$ cat src/rtl/plot_arbiter.sv
// plot_arbiter -- shares one VGA pixel-write port among four requesters
// (0 loader, 1 ball, 2 brick, 3 platform).
//
// The arbiter picks a winner in IDLE and holds it for a whole burst in GRANT.
// During the burst it registers the winner's pixel onto x/y/colour/plot.
// It then spends one RELEASE cycle with no grant before it arbitrates again.
//
// Optional macro PLOT_RR_EN selects the arbitration policy:
//   - defined:   round-robin arbitration.
//   - undefined: fixed priority, index 0 highest.
//
// Ports:
//   clk, resetn          clock; synchronous active-low reset
//   req[3:0]             per-requester access request
//   done[3:0]            per-requester end-of-burst strobe
//   x_in, y_in[39:0]     packed 10-bit coordinates, requester i at [10i+9:10i]
//   colour_in[11:0]      packed 3-bit colours, requester i at [3i+2:3i]
//   we_in[3:0]           per-requester pixel write strobe
//   gnt[3:0]             registered one-hot grant, 0 when nobody is granted
//   x, y, colour, plot   registered pixel write to the VGA adapter
//   busy                 state is not IDLE
//   timeout_flag         sticky; set when a burst is cut off by the timeout
module plot_arbiter #(
    parameter int MAX_X   = 159,
    parameter int MAX_Y   = 119,
    parameter int TIMEOUT = 1023
) (
    input  logic        clk,
    input  logic        resetn,
    input  logic [3:0]  req,
    input  logic [3:0]  done,
    input  logic [39:0] x_in,
    input  logic [39:0] y_in,
    input  logic [11:0] colour_in,
    input  logic [3:0]  we_in,
    output logic [3:0]  gnt,
    output logic [9:0]  x,
    output logic [9:0]  y,
    output logic [2:0]  colour,
    output logic        plot,
    output logic        busy,
    output logic        timeout_flag
);
    localparam logic [9:0] MX = MAX_X[9:0];
    localparam logic [9:0] MY = MAX_Y[9:0];
    localparam logic [9:0] TO = TIMEOUT[9:0];

    typedef enum logic [1:0] {IDLE, GRANT, RELEASE} state_t;

    state_t     state;
    logic [1:0] win;
    logic [1:0] pick;
    logic [1:0] idx;
    logic       found;
    logic [9:0] cnt;
    logic [9:0] cnt_nxt;
    logic [9:0] wx;
    logic [9:0] wy;
    logic [2:0] wc;
    logic       in_range;
`ifdef PLOT_RR_EN
    logic [1:0] ptr;
`endif

    // The first requester found wins.
    // Round-robin searches upward from the pointer; fixed priority searches upward from 0.
    always_comb begin
        pick  = '0;
        idx   = '0;
        found = 1'b0;
        for (int i = 0; i < 4; i++) begin
`ifdef PLOT_RR_EN
            idx = ptr + 2'(i);
`else
            idx = 2'(i);
`endif
            if (!found && req[idx]) begin
                found = 1'b1;
                pick  = idx;
            end
        end
    end

    // The winner's slice is the only one that ever reaches the outputs.
    always_comb begin
        wx = '0;
        wy = '0;
        wc = '0;
        for (int i = 0; i < 4; i++) begin
            if (win == 2'(i)) begin
                wx = x_in[10*i +: 10];
                wy = y_in[10*i +: 10];
                wc = colour_in[3*i +: 3];
            end
        end
    end

    assign in_range = (wx <= MX) && (wy <= MY);
    assign cnt_nxt  = cnt + 10'd1;
    assign busy     = (state != IDLE);

    always_ff @(posedge clk) begin
        if (!resetn) begin
            state        <= IDLE;
            gnt          <= '0;
            win          <= '0;
            cnt          <= '0;
            x            <= '0;
            y            <= '0;
            colour       <= '0;
            plot         <= 1'b0;
            timeout_flag <= 1'b0;
`ifdef PLOT_RR_EN
            ptr          <= '0;
`endif
        end else begin
            case (state)
                IDLE: begin
                    plot <= 1'b0;
                    gnt  <= '0;
                    if (found) begin
                        gnt   <= 4'b0001 << pick;
                        win   <= pick;
                        cnt   <= '0;
                        state <= GRANT;
`ifdef PLOT_RR_EN
                        ptr   <= pick + 2'd1;
`endif
                    end
                end
                GRANT: begin
                    // The pixel is forwarded even on the last cycle of a burst,
                    // so a write that coincides with done still lands.
                    x      <= wx;
                    y      <= wy;
                    colour <= wc;
                    plot   <= we_in[win] && in_range;
                    cnt    <= cnt_nxt;
                    if (done[win] || !req[win]) begin
                        gnt   <= '0;
                        state <= RELEASE;
                    end else if (cnt_nxt == TO) begin
                        gnt          <= '0;
                        timeout_flag <= 1'b1;
                        state        <= RELEASE;
                    end
                end
                RELEASE: begin
                    plot  <= 1'b0;
                    gnt   <= '0;
                    state <= IDLE;
                end
                default: state <= IDLE;
            endcase
        end
    end
endmodule

$ cat config.mk
export PLATFORM = sky130hd
export DESIGN_NAME = plot_arbiter
export DESIGN_NICKNAME = d
export VERILOG_FILES = /design/src/rtl/plot_arbiter.sv
export SDC_FILE = /design/constraint.sdc
export NUM_CORES = 1
export LEC_CHECK = 0
export ABC_AREA = 1
export ABC_CLOCK_PERIOD_IN_PS = 4150
export BUFFER_PORTS_ARGS = -buffer_cell sky130_fd_sc_hd__buf_2
export CAP_MARGIN = 30
export CELL_PAD_IN_SITES_DETAIL_PLACEMENT = 0
export CELL_PAD_IN_SITES_GLOBAL_PLACEMENT = 2
export CORE_MARGIN = 5
export CORE_UTILIZATION = 24
export DETAILED_ROUTE_END_ITERATION = 10
export GPL_TIMING_DRIVEN = 0
export PLACE_DENSITY = 0.88
export SLEW_MARGIN = 20
export SYNTH_ARGS = -nofsm -noshare
export SYNTH_HDL_FRONTEND = slang
export SYNTH_SLANG_ARGS = --single-unit
$ cat constraint.sdc
create_clock -name clk -period 4.15 [get_ports clk]
set_input_delay 0.83 -clock clk [delete_from_list [all_inputs] [get_ports clk]]
set_output_delay 0.83 -clock clk [all_outputs]
set_load 0.05 [all_outputs]
Word-level counts from Yosys, hierarchy flattened. Index checks and enable logic that the tools add are counted.

Register bits: 43. Latch bits: 0. Bits in writable memories: 0. Bits in read-only memories: 0. Input port bits: 106. Output and inout bits: 30. Memories kept: 0.

Add/sub/neg operators: 1. $mul: 0. Div/mod/pow operators: 0. Order comparisons: 3. Eq/ne operators: 8. Shift-type cells: 1. Mux-type cells: 36. Bitwise operators: 1. Reduce and logical (&&, ||, !) cells: 22.

Operators with widths (count): 10-bit 2-to-1 mux (9); 10-bit one-hot mux with 2 select lines (1); 3-bit 2-to-1 mux (4); 4-bit 2-to-1 mux (3); 4-bit one-hot mux with 3 select lines (1); 10-bit by 1-bit adder with 10-bit output, second input constant (1); 10-bit equality test, second input constant (1); 10-bit by 7-bit <= comparator with 1-bit output, second input constant (1); 10-bit by 8-bit <= comparator with 1-bit output, second input constant (1); 2-bit 2-to-1 mux (5); 1-bit 2-to-1 mux (8); 2-bit AND reduction (4); 1-bit binary-select mux with 2-bit select (3); 2-bit equality test, second input constant (3); 2-bit nonzero test (3); 1-bit logical AND (5); 2-bit by 1-bit equality test with 1-bit output, second input constant (2); 1-bit logical NOT (4); 2-bit logical NOT (2); 2-bit one-hot mux with 2 select lines (1); 1-bit by 2-bit << shifter with 4-bit output, first input constant (1); 2-bit by 3-bit less-than comparator with 1-bit output, second input constant (1); 3-bit inequality test, second input constant (1); 3-bit AND reduction (1); other kinds (6) (6).

Logic depth before layout (Yosys ltp). Gate-level depths: netlist of run 1.

Word-level depth: 13. Mapped depth: 14. Depth with buffers taken out: 13.

Worst setup path before layout of run 1. No wires, ideal clock.

Kind: reg-to-output. From: register state[0]. To: output busy. Data arrival time: 1.004 ns. Setup slack: 2.316 ns. Cell stages (with the launch flop): 4. Buffers on the path: 0. Path through: dfxtp_1 -> inv_1 -> ha_1 -> inv_1.

Cells in the longest elaborated chain, start to end: 1.

RTL lines: from (decl) (RTL line 50) `state_t state;`; from (signal assigned) (RTL line 104) `state <= IDLE;`; from (signal assigned) (RTL line 125) `state <= GRANT;`; from (signal assigned) (RTL line 141) `state <= RELEASE;`; 2-bit nonzero test (RTL line 100) `assign busy = (state != IDLE);`; to (decl) (RTL line 41) `output logic busy,`.

No other way between the ends.

Final worst setup path of run 1. Same ends and word-level chain as after synthesis.

==> parameters.txt, run 1 <==
Parameter                              Value

Critical path
  Bufs and invs on worst path    3
  Endpoint type of the worst setup path    output port
  Slowest cell on the critical path    sky130_fd_sc_hd__dfxtp_1
  Worst EP required    between 3 and 4 ns
  Critical Path Start Type    register
  Setup Crit Path Kind    register to output port
  Top fanout value on the critical path    5
  Crit-path max cell delay    between 0.4 and 0.5 ns
  CP dominant cell by count    sky130_fd_sc_hd__inv_1
  Cell family with most CP delay    buffers and inverters
  Crit path DAT    between 1 and 1.5 ns
  Cell-by-cell listing of the critical path    inv_1 -> ha_1 -> inv_1 -> buf_2

Clocking
  Library cell used as clock root buffer    sky130_fd_sc_hd__clkbuf_8
  H-tree depth reported by CTS    2
  Clock network latency to the later pin of the worst-skew pair    a little under 0.3 ns
  Setup Buffers After CTS    0
  TritonCTS Buffers    5
  Buffer depth of the longest clock path    2
  Total of hold buffers inserted after clock tree synthesis    0
  Count of cells resized by post-cts repair    0
  Clock tree from TritonCTS    yes
  Clk slew on worst S/H paths    around 0.09 ns
  Number of clock sinks seen by CTS    between 40 and 50

Floorplan
  Row cnt    38
  Placeable core region    around 11000 um^2
  Count of boundary I/O pins    around 140
  Die Outline Area    around 13000 um^2
  Effective utilization at floorplan    0.242
  Chip height    114 um
  Floorplan die width    roughly 110 um

Timing
  Skew final    between 0.007 and 0.008 ns
  Final Cycle Share    0.546
  Final count of pins violating max slew    0
  Final critical-path required period    2.27 ns
  Min Hold Slack    about 0.47 ns
  Worst setup margin    1.88 ns
  Worst slew margin relative to its limit    0.638
  Hold violation count in the final report    0
  Timing-limited maximum frequency    roughly 440 MHz
  Total negative slack    0 ns
  RSZ-0062 raised after global routing    no
  Actual slew at the worst max-slew pin    0.543 ns
  Final setup fails    0

Route
  Post-route ant nets    0
  TritonRoute pass-1 iters    4
  Residual DRC count    0
  Overall via count from detail_route    3063
  Total wire length after detailed routing    9690 um
  Final routed wire length divided by cell count    14.5 um
  First DRT Iteration DRCs    around 150
  Average vias per placed instance    ~4.6

Place
  Final estimated routing congestion in global placement    ~0.85
  Port bufs    between 100 and 150
  Pre-CTS WS    roughly 1.9 ns
  HPWL after DPL    between 7000 and 8000 um

GRT
  Grt ovf    0
  Maximum number of pins on one net before global-route repair    13
  Global-route usage over all layers    0.146
  Antenna violations before repair    0
  Vias in the first global route    slightly above 3000
  Wire length of the first global-routing pass    ~15000 um

Yosys
  Fraction of synthesis flops using an asynchronous set or reset pin    0
  Share of the synthesized area in the top cell type    0.331
  Synth top cells by count    sky130_fd_sc_hd__nand2_1 (99), sky130_fd_sc_hd__nor2_1 (50), sky130_fd_sc_hd__dfxtp_1 (43), sky130_fd_sc_hd__o21ai_0 (33), sky130_fd_sc_hd__inv_1 (29)
  Post-synthesis instance total    between 300 and 400
  Area of the mapped netlist    2600 um^2
  Unique cell type count in the Yosys netlist    39
  Post-synthesis average cell area    approximately 6.7 um^2
  Number of nets produced by synthesis    roughly 500
  Top cells by area in the synthesized netlist    sky130_fd_sc_hd__dfxtp_1 (33%), sky130_fd_sc_hd__nand2_1 (14%), sky130_fd_sc_hd__nor2_1 (7.2%), sky130_fd_sc_hd__o21ai_0 (6.4%), sky130_fd_sc_hd__a21oi_1 (5.4%)
  Most frequent cell after synthesis    sky130_fd_sc_hd__nand2_1
  Number of flip-flops and latches in the synthesized netlist    43
  Leading register cell type out of synthesis    sky130_fd_sc_hd__dfxtp_1
  Yosys warning count    0
  Count of flip-flops with a built-in enable after synthesis    0
  Cell taking the most area after synthesis    sky130_fd_sc_hd__dfxtp_1
  Sequential share of the synthesized area    0.331

Status
  Result of the run    finished clean

Layout
  Synth-to-layout area growth    36.5%
  Ratio of cells with drive above 1 in the final layout    0.321
  Final core area utilization    0.330
  Number of nets in the layout    643
  Ant. Diodes    0

Power
  Static leakage    about 1.7 nW
  Highest ir drop seen on vdd    between 0.1 and 0.15 mV
  Total Power    around 0.0016 W
  Areal power density over the cells    between 400 and 500 nW/um^2

Flow run
  Max-cap check violation count    0

Min path
  Class of the most critical hold timing path    register to register
## cell type report
cell class | instances | area [um^2]
fill | 1226 | 7200
buffer | 16 | 93.8
tap | 140 | 175
sequential | 43 | 861
clock inverter | 1 | 30.0
timing repair buffer | 134 | 671
clock buffer | 6 | 72.6
multi-input combinational | 296 | 1520
inverter | 34 | 130
## per-layer routing
metal / vias to the layer above / routed length, um / track usage
li1: 1585 / - / -
met1: 1392 / 3960 / 0.173
met2: 79 / 5130 / 0.270
met3: 7 / 483 / 0.0307
met4: 0 / 116 / 0.0317
met5: - / 0 / 0
## registers in the layout, indices dropped and copies added, names as in the netlist
register      cells
state             2
colour            3
x                10
plot              1
gnt               4
y                10
win               2
timeout_flag      1
cnt              10
## tightest hold or removal path: cells and delay by family (launching register included)
| family | cells | cell delay, ns |
|---|---|---|
| compound gates | 1 | 0.04 |
| simple gates | 1 | 0.07 |
| flops | 1 | 0.32 |
## logic make-up after synthesis
family	Yosys count	share of synthesized area
AOI/OAI and AO/OA	97	0.228
xor gates and xnor gates	1	0.00337
adders and majority gates	7	0.0337
buffers and inverters	50	0.0861
DFF	43	0.331
and+or+nand+nor	191	0.318
## final timing paths
path / slack, ns / cells after the start / startpoint / to
max: 1.88 / 4 / state[0]$_SDFFE_PN0P_ / busy
max reg2reg: 2.02 / 7 / state[0]$_SDFFE_PN0P_ / cnt[6]$_SDFFE_PN0P_
min: 0.47 / 2 / gnt[1]$_SDFFE_PN0P_ / gnt[1]$_SDFFE_PN0P_
min reg2reg: 0.47 / 2 / gnt[1]$_SDFFE_PN0P_ / gnt[1]$_SDFFE_PN0P_
## layout by cell type, fill, tap and decap left out, drive strengths merged
master    n
nand2   103
o21bai    3
a31oi    11
clkbuf   13
xor2      1
clkinv    2
nand3    20
nand4    11
a32oi     1
o22ai     2
nand3b    1
dfxtp    43
o21ai    33
ha        7
or2       1
a22o      5
a21oi    31
inv      32
a22oi     1
buf     143
o211ai    2
nor2     53
bufinv    1
o221ai    6
o21a      1
a221oi    1
nor3      2
## power breakdown
| part | internal [W] | total [W] | switching, W |
|---|---|---|---|
| logic | 0.000213 | 0.000721 | 0.000509 |
| clock network | 0.000177 | 0.000329 | 0.000152 |
| registers | 0.000474 | 0.000514 | 0.0000398 |
| total | 0.000864 | 0.00156 | 0.000700 |
## through the flow
stage | cells | cell area, um^2
2_1_floorplan | 389 | 2600
3_3_place_gp | 663 | 3450
3_5_place_dp | 663 | 3450
4_1_cts | 670 | 3550
5_1_grt | 670 | 3550
6_report | 670 | 3550
(Power assumes the default switching activity.)
==> run 2: changes to the inputs <==
ABC_CLOCK_PERIOD_IN_PS = 2200   (was 4150)
CORE_UTILIZATION = 22   (was 24)
PLACE_DENSITY = 0.82   (was 0.88)
clock period = 2.2 ns   (was 4.15 ns; I/O delays follow)
==> run 2 against run 1 <==
  * Utilization decreased by 1.8 points
  * Count of clock-buffer cells in the layout stayed put
  * Final area grew 1.3%
  * Sequential share of layout area shrank 0.29 points
  * Critical path type is now register to register
  * First-iteration DRC count shrank 12%
  * Flip-flop and latch count stayed put
  * Critical path depth is 3 higher
==> parameters.txt, run 2 (synthesis gave the netlist of run 1 again) <==
Parameter                              Value

Status
  Result of the run    finished clean

Route
  Residual DRC count    0
  Average vias per placed instance    roughly 4.5
  TritonRoute pass-1 iters    5
  Post-route ant nets    0
  First DRT Iteration DRCs    135
  Overall via count from detail_route    between 3000 and 4000
  Total wire length after detailed routing    a little over 10000 um
  Final routed wire length divided by cell count    15.1 um

Clocking
  TritonCTS Buffers    5
  Library cell used as clock root buffer    sky130_fd_sc_hd__clkbuf_16
  Buffer depth of the longest clock path    2
  Clock tree from TritonCTS    yes
  Clk slew on worst S/H paths    around 0.060 ns
  H-tree depth reported by CTS    2
  Setup Buffers After CTS    0
  Number of clock sinks seen by CTS    43
  Clock network latency to the later pin of the worst-skew pair    0.28 ns
  Total of hold buffers inserted after clock tree synthesis    0

Power
  Static leakage    about 1.7 nW
  Areal power density over the cells    861 nW/um^2
  Highest ir drop seen on vdd    roughly 0.28 mV

Timing
  Final Cycle Share    0.901
  Actual slew at the worst max-slew pin    ~0.60 ns
  Final critical-path required period    a little under 2 ns
  Total negative slack    0 ns
  Hold violation count in the final report    0
  Worst slew margin relative to its limit    0.597
  Skew final    0.00503 ns
  Final setup fails    0
  Final count of pins violating max slew    0
  RSZ-0062 raised after global routing    no
  Timing-limited maximum frequency    approximately 500 MHz

Floorplan
  Count of boundary I/O pins    136
  Row cnt    39
  Floorplan die width    about 120 um
  Chip height    119 um
  Placeable core region    11500 um^2
  Die Outline Area    approximately 14000 um^2
  Effective utilization at floorplan    0.226

Flow run
  Max-cap check violation count    0

GRT
  Maximum number of pins on one net before global-route repair    13
  Wire length of the first global-routing pass    16000 um
  Vias in the first global route    3167
  Grt ovf    0
  Antenna violations before repair    0
  Global-route usage over all layers    0.142

Critical path
  Cell-by-cell listing of the critical path    nor2_2 -> inv_1 -> o22ai_1 -> o21ai_0 -> nand4_1 -> nand3b_1 -> a21oi_1
  Endpoint type of the worst setup path    register
  Critical Path Start Type    register
  Worst EP required    2.41 ns
  Crit-path max cell delay    0.53 ns
  Top fanout value on the critical path    10
  Slowest cell on the critical path    sky130_fd_sc_hd__nor2_2
  Setup Crit Path Kind    register to register
  Crit path DAT    approximately 2.2 ns

Layout
  Commonest non-fill, non-tap cells in the layout    sky130_fd_sc_hd__buf_2 (139), sky130_fd_sc_hd__nand2_1 (99), sky130_fd_sc_hd__nor2_1 (50)
  Ant. Diodes    0
  Ratio of cells with drive above 1 in the final layout    0.326
  Synth-to-layout area growth    38.3%
  Most common cell after layout, fill and taps aside    sky130_fd_sc_hd__buf_2
  Registers with the highest flip-flop counts    cnt (10), x (10), y (10)
  Post-route standard cell area excluding fillers    roughly 3600 um^2
  Number of nets in the layout    643

Place
  Port bufs    roughly 130
  HPWL after DPL    8290 um
  Post-Place Cell Area    roughly 3400 um^2
  Final estimated routing congestion in global placement    between 0.8 and 0.9

Min path
  Class of the most critical hold timing path    input port to register
==> run 2: cell count changes in the layout (fill, tap and decap cells not counted), sizes merged <==
cell    delta
bufinv     -1
clkinv     +1
==> run 2: what timing repair did <==
| action | 4_1_cts | 5_1_grt |
|---|---|---|
| setup endpoints to repair | 1 | 12 |
| endpoints found under the hold margin | 0 | 0 |
| gates resized for setup | 1 | 2 |
==> run 2: layer usage <==
layer	routed length [um]	track usage
met5	0	0
met4	205	0.0471
met3	556	0.0344
met2	4970	0.242
met1	4400	0.176
==> run 2: cell type report <==
cell class | instances | area [um^2]
sequential | 43 | 862
buffer | 16 | 93.8
tap | 143 | 179
multi-input combinational | 296 | 1520
inverter | 34 | 131
clock buffer | 6 | 139
clock inverter | 1 | 5.00
timing repair buffer | 134 | 671
fill | 1301 | 7920
==> run 2: power by group <==
part           total, W  switching, W  leakage, nW  internal, W
logic           0.00137      0.000972         1.29     0.000402
clock network  0.000746      0.000302       0.0727     0.000444
registers      0.000976     0.0000785        0.353     0.000897
==> run 2: path summary, 6_finish.rpt <==
path	startpoint	endpoint	slack (ns)	cells after the start
hold reg to reg	plot$_SDFFE_PN0P_	plot$_SDFFE_PN0P_	0.46	2
setup / recovery	win[1]$_SDFFE_PN0P_	plot$_SDFFE_PN0P_	0.22	7
hold / removal	x_in[33]	x[3]$_SDFFE_PN0P_	0.43	3
setup reg to reg	win[1]$_SDFFE_PN0P_	plot$_SDFFE_PN0P_	0.22	7
==> run 2: stage by stage <==
step,utilization,instances,hold WS [ns],setup slack [ns],total power (W)
after floorplan,-,389,0.449,0.521,0.00193
after global placement,0.300,666,0.451,0.0441,0.00237
after detailed placement,0.300,666,0.458,0.00722,0.00238
after CTS,0.312,673,0.415,0.105,0.00314
after global routing,0.312,673,0.427,0.0110,0.00331
final,0.312,673,0.426,0.219,0.00310
==> run 2: critical path: cells and delay by family (launching register included) <==
| family | cells | cell delay (ns) |
|---|---|---|
| flops | 1 | 0.40 |
| simple gates | 3 | 0.75 |
| buf+inv | 1 | 0.29 |
| compound gates | 3 | 0.47 |
==> run 3: changes to the inputs <==
MAX_ROUTING_LAYER = met4   (was unset)
PLACE_DENSITY = 0.85   (was 0.82)
==> run 3 against run 2 <==
  * Routed wire length shrank 0.68%
  * Sequential share of layout area barely moved
  * Maximum frequency is 1.7% higher
  * Critical path depth stayed put
  * Flip-flop and latch count did not move
  * Register-to-register slack improved by 0.03 ns
  * Critical path type unchanged
  * Critical endpoint unchanged
  * Highest routed layer unchanged
==> parameters.txt, run 3 (synthesis gave the netlist of run 1 again) <==
Parameter                              Value

GRT
  Fraction of met2 tracks used by global routing    0.248
  Global-route usage over all layers    0.144
  Fraction of met3 tracks used by global routing    0.0282
  Met1 Track Usage GR    0.170
  Maximum number of pins on one net before global-route repair    13
  Wire length of the first global-routing pass    between 15000 and 20000 um
  Vias in the first global route    3165
  Grt ovf    0
  Busiest grt layer    met2
  Antenna violations before repair    0

Power
  Static leakage    around 1.7 nW
  Sequential power share    0.316
  Combinational share of power    0.443
  NetSw    between 0.001 and 0.0015 W
  Highest ir drop seen on vdd    approximately 0.29 mV
  Switch share    0.435
  Internal power summed over all cells    0.00174 W
  Areal power density over the cells    approximately 860 nW/um^2
  Portion of total power attributed to the clock network    0.242

Critical path
  Crit-path max cell delay    about 0.5 ns
  Count of cells along the worst register-to-register path    7
  Top fanout value on the critical path    10
  Cell-by-cell listing of the critical path    nor2_2 -> inv_1 -> o22ai_1 -> o21ai_0 -> nand4_1 -> nand3b_1 -> a21oi_1
  Critical Path Start Type    register
  Launching instance or port of the critical path    win[1]$_SDFFE_PN0P_
  Slowest cell on the critical path    sky130_fd_sc_hd__nor2_2
  Setup Crit Path Kind    register to register
  Critical R2R Launch    win[1]$_SDFFE_PN0P_
  Endpoint type of the worst setup path    register
  Worst EP required    ~2.4 ns
  Crit path DAT    around 2.2 ns

Place
  HPWL after DPL    just over 8000 um
  Port bufs    about 130
  Final estimated routing congestion in global placement    between 0.7 and 0.8

Clocking
  Number of clock sinks seen by CTS    43
  Total of hold buffers inserted after clock tree synthesis    0
  Clk slew on worst S/H paths    around 0.06 ns
  Clock network latency to the later pin of the worst-skew pair    between 0.2 and 0.3 ns
  Buffer depth of the longest clock path    2
  Library cell used as clock root buffer    sky130_fd_sc_hd__clkbuf_16
  TritonCTS Buffers    5
  H-tree depth reported by CTS    2
  Clock tree from TritonCTS    yes

Layout
  Registers with the highest flip-flop counts    cnt (10), x (10), y (10)
  Synth-to-layout area growth    38.3%
  Ratio of cells with drive above 1 in the final layout    0.328
  Most common cell after layout, fill and taps aside    sky130_fd_sc_hd__buf_2
  Fill cell total of the finished layout    1310
  Final core area utilization    0.312
  Commonest non-fill, non-tap cells in the layout    sky130_fd_sc_hd__buf_2 (139), sky130_fd_sc_hd__nand2_1 (99), sky130_fd_sc_hd__nor2_1 (50)
  Ant. Diodes    0
  Number of nets in the layout    643

Flow run
  Max-cap check violation count    0

Route
  Total wire length after detailed routing    between 10000 and 15000 um
  Post-route ant nets    0
  Average vias per placed instance    roughly 4.6
  Overall via count from detail_route    between 3000 and 4000
  Residual DRC count    0
  TritonRoute pass-1 iters    4
  Final routed wire length divided by cell count    15.0 um
  First DRT Iteration DRCs    126

Floorplan
  Floorplan die width    between 100 and 150 um
  Count of boundary I/O pins    around 140
  Effective utilization at floorplan    0.226
  Row cnt    39
  Placeable core region    ~12000 um^2
  Chip height    around 120 um
  Die Outline Area    ~14000 um^2

Timing
  Worst slew margin relative to its limit    0.610
  Final critical-path required period    1.95 ns
  Hold violation count in the final report    0
  RSZ-0062 raised after global routing    no
  Actual slew at the worst max-slew pin    between 0.5 and 0.6 ns
  Timing-limited maximum frequency    513 MHz
  Final Cycle Share    0.885
  Skew final    between 0.004 and 0.005 ns
  Final setup fails    0
  Total negative slack    0 ns
  Final count of pins violating max slew    0

Min path
  Start point of the worst min-delay path    x_in[33]
  Depth of the worst hold-timing path    3
  Class of the most critical hold timing path    input port to register

Status
  Result of the run    finished clean
## run 3: final timing paths
| path | to | slack [ns] |
|---|---|---|
| max | plot$_SDFFE_PN0P_ | 0.25 |
| min | x[3]$_SDFFE_PN0P_ | 0.42 |
| max reg2reg | plot$_SDFFE_PN0P_ | 0.25 |
| min reg2reg | gnt[1]$_SDFFE_PN0P_ | 0.47 |
## run 3: power groups by stage
stage          registers [W]  logic (W)  clock network (W)
2_1_floorplan        0.00132   0.000616                  0
3_3_place_gp        0.000985    0.00138                  0
3_5_place_dp        0.000989    0.00138                  0
4_1_cts             0.000973    0.00139           0.000773
5_1_grt             0.000990    0.00150           0.000802
6_report            0.000973    0.00137           0.000745
## run 3: area by class of cell
cell class | instances | area [um^2] | area share
repair buffers | 134 | 671 | 0.186
multi-input cells | 296 | 1520 | 0.421
flip-flops and latches | 43 | 863 | 0.240
well taps | 143 | 179 | 0.0498
inverters | 34 | 130 | 0.0362
clock buffers | 6 | 139 | 0.0386
clock inverters | 1 | 5.00 | 0.00139
plain buffers | 16 | 93.8 | 0.0261
## run 3: repair_timing
action                     in CTS  in global routing
setup endpoints to repair       0                 14
gates resized for setup         0                  3
setup buffers                   0                  0
## run 3: through the flow
step	cell area [um^2]	total power (W)	setup WS, ns	std cells	hold slack [ns]
2_1_floorplan	2600	0.00193	0.521	389	0.449
3_3_place_gp	3450	0.00236	0.119	666	0.454
3_5_place_dp	3450	0.00237	0.0574	666	0.464
4_1_cts	3590	0.00313	0.0361	673	0.414
5_1_grt	3600	0.00329	0.00660	673	0.430
6_report	3600	0.00308	0.252	673	0.419
## run 3: layer usage
metal | up-vias | routed length [um]
met3 | 14 | 493
met1 | 1386 | 4230
met2 | 88 | 5150
met4 | 0 | 193
li1 | 1587 | -
met5 | - | 0
## run 3: worst max-delay path, delay by kind of cell, from the launching register on
| kind | cells | cell delay, ns |
|---|---|---|
| AO/OA/AOI/OAI | 3 | 0.46 |
| buffers and inverters | 1 | 0.29 |
| flip-flops | 1 | 0.40 |
| AND/OR/NAND/NOR | 3 | 0.73 |
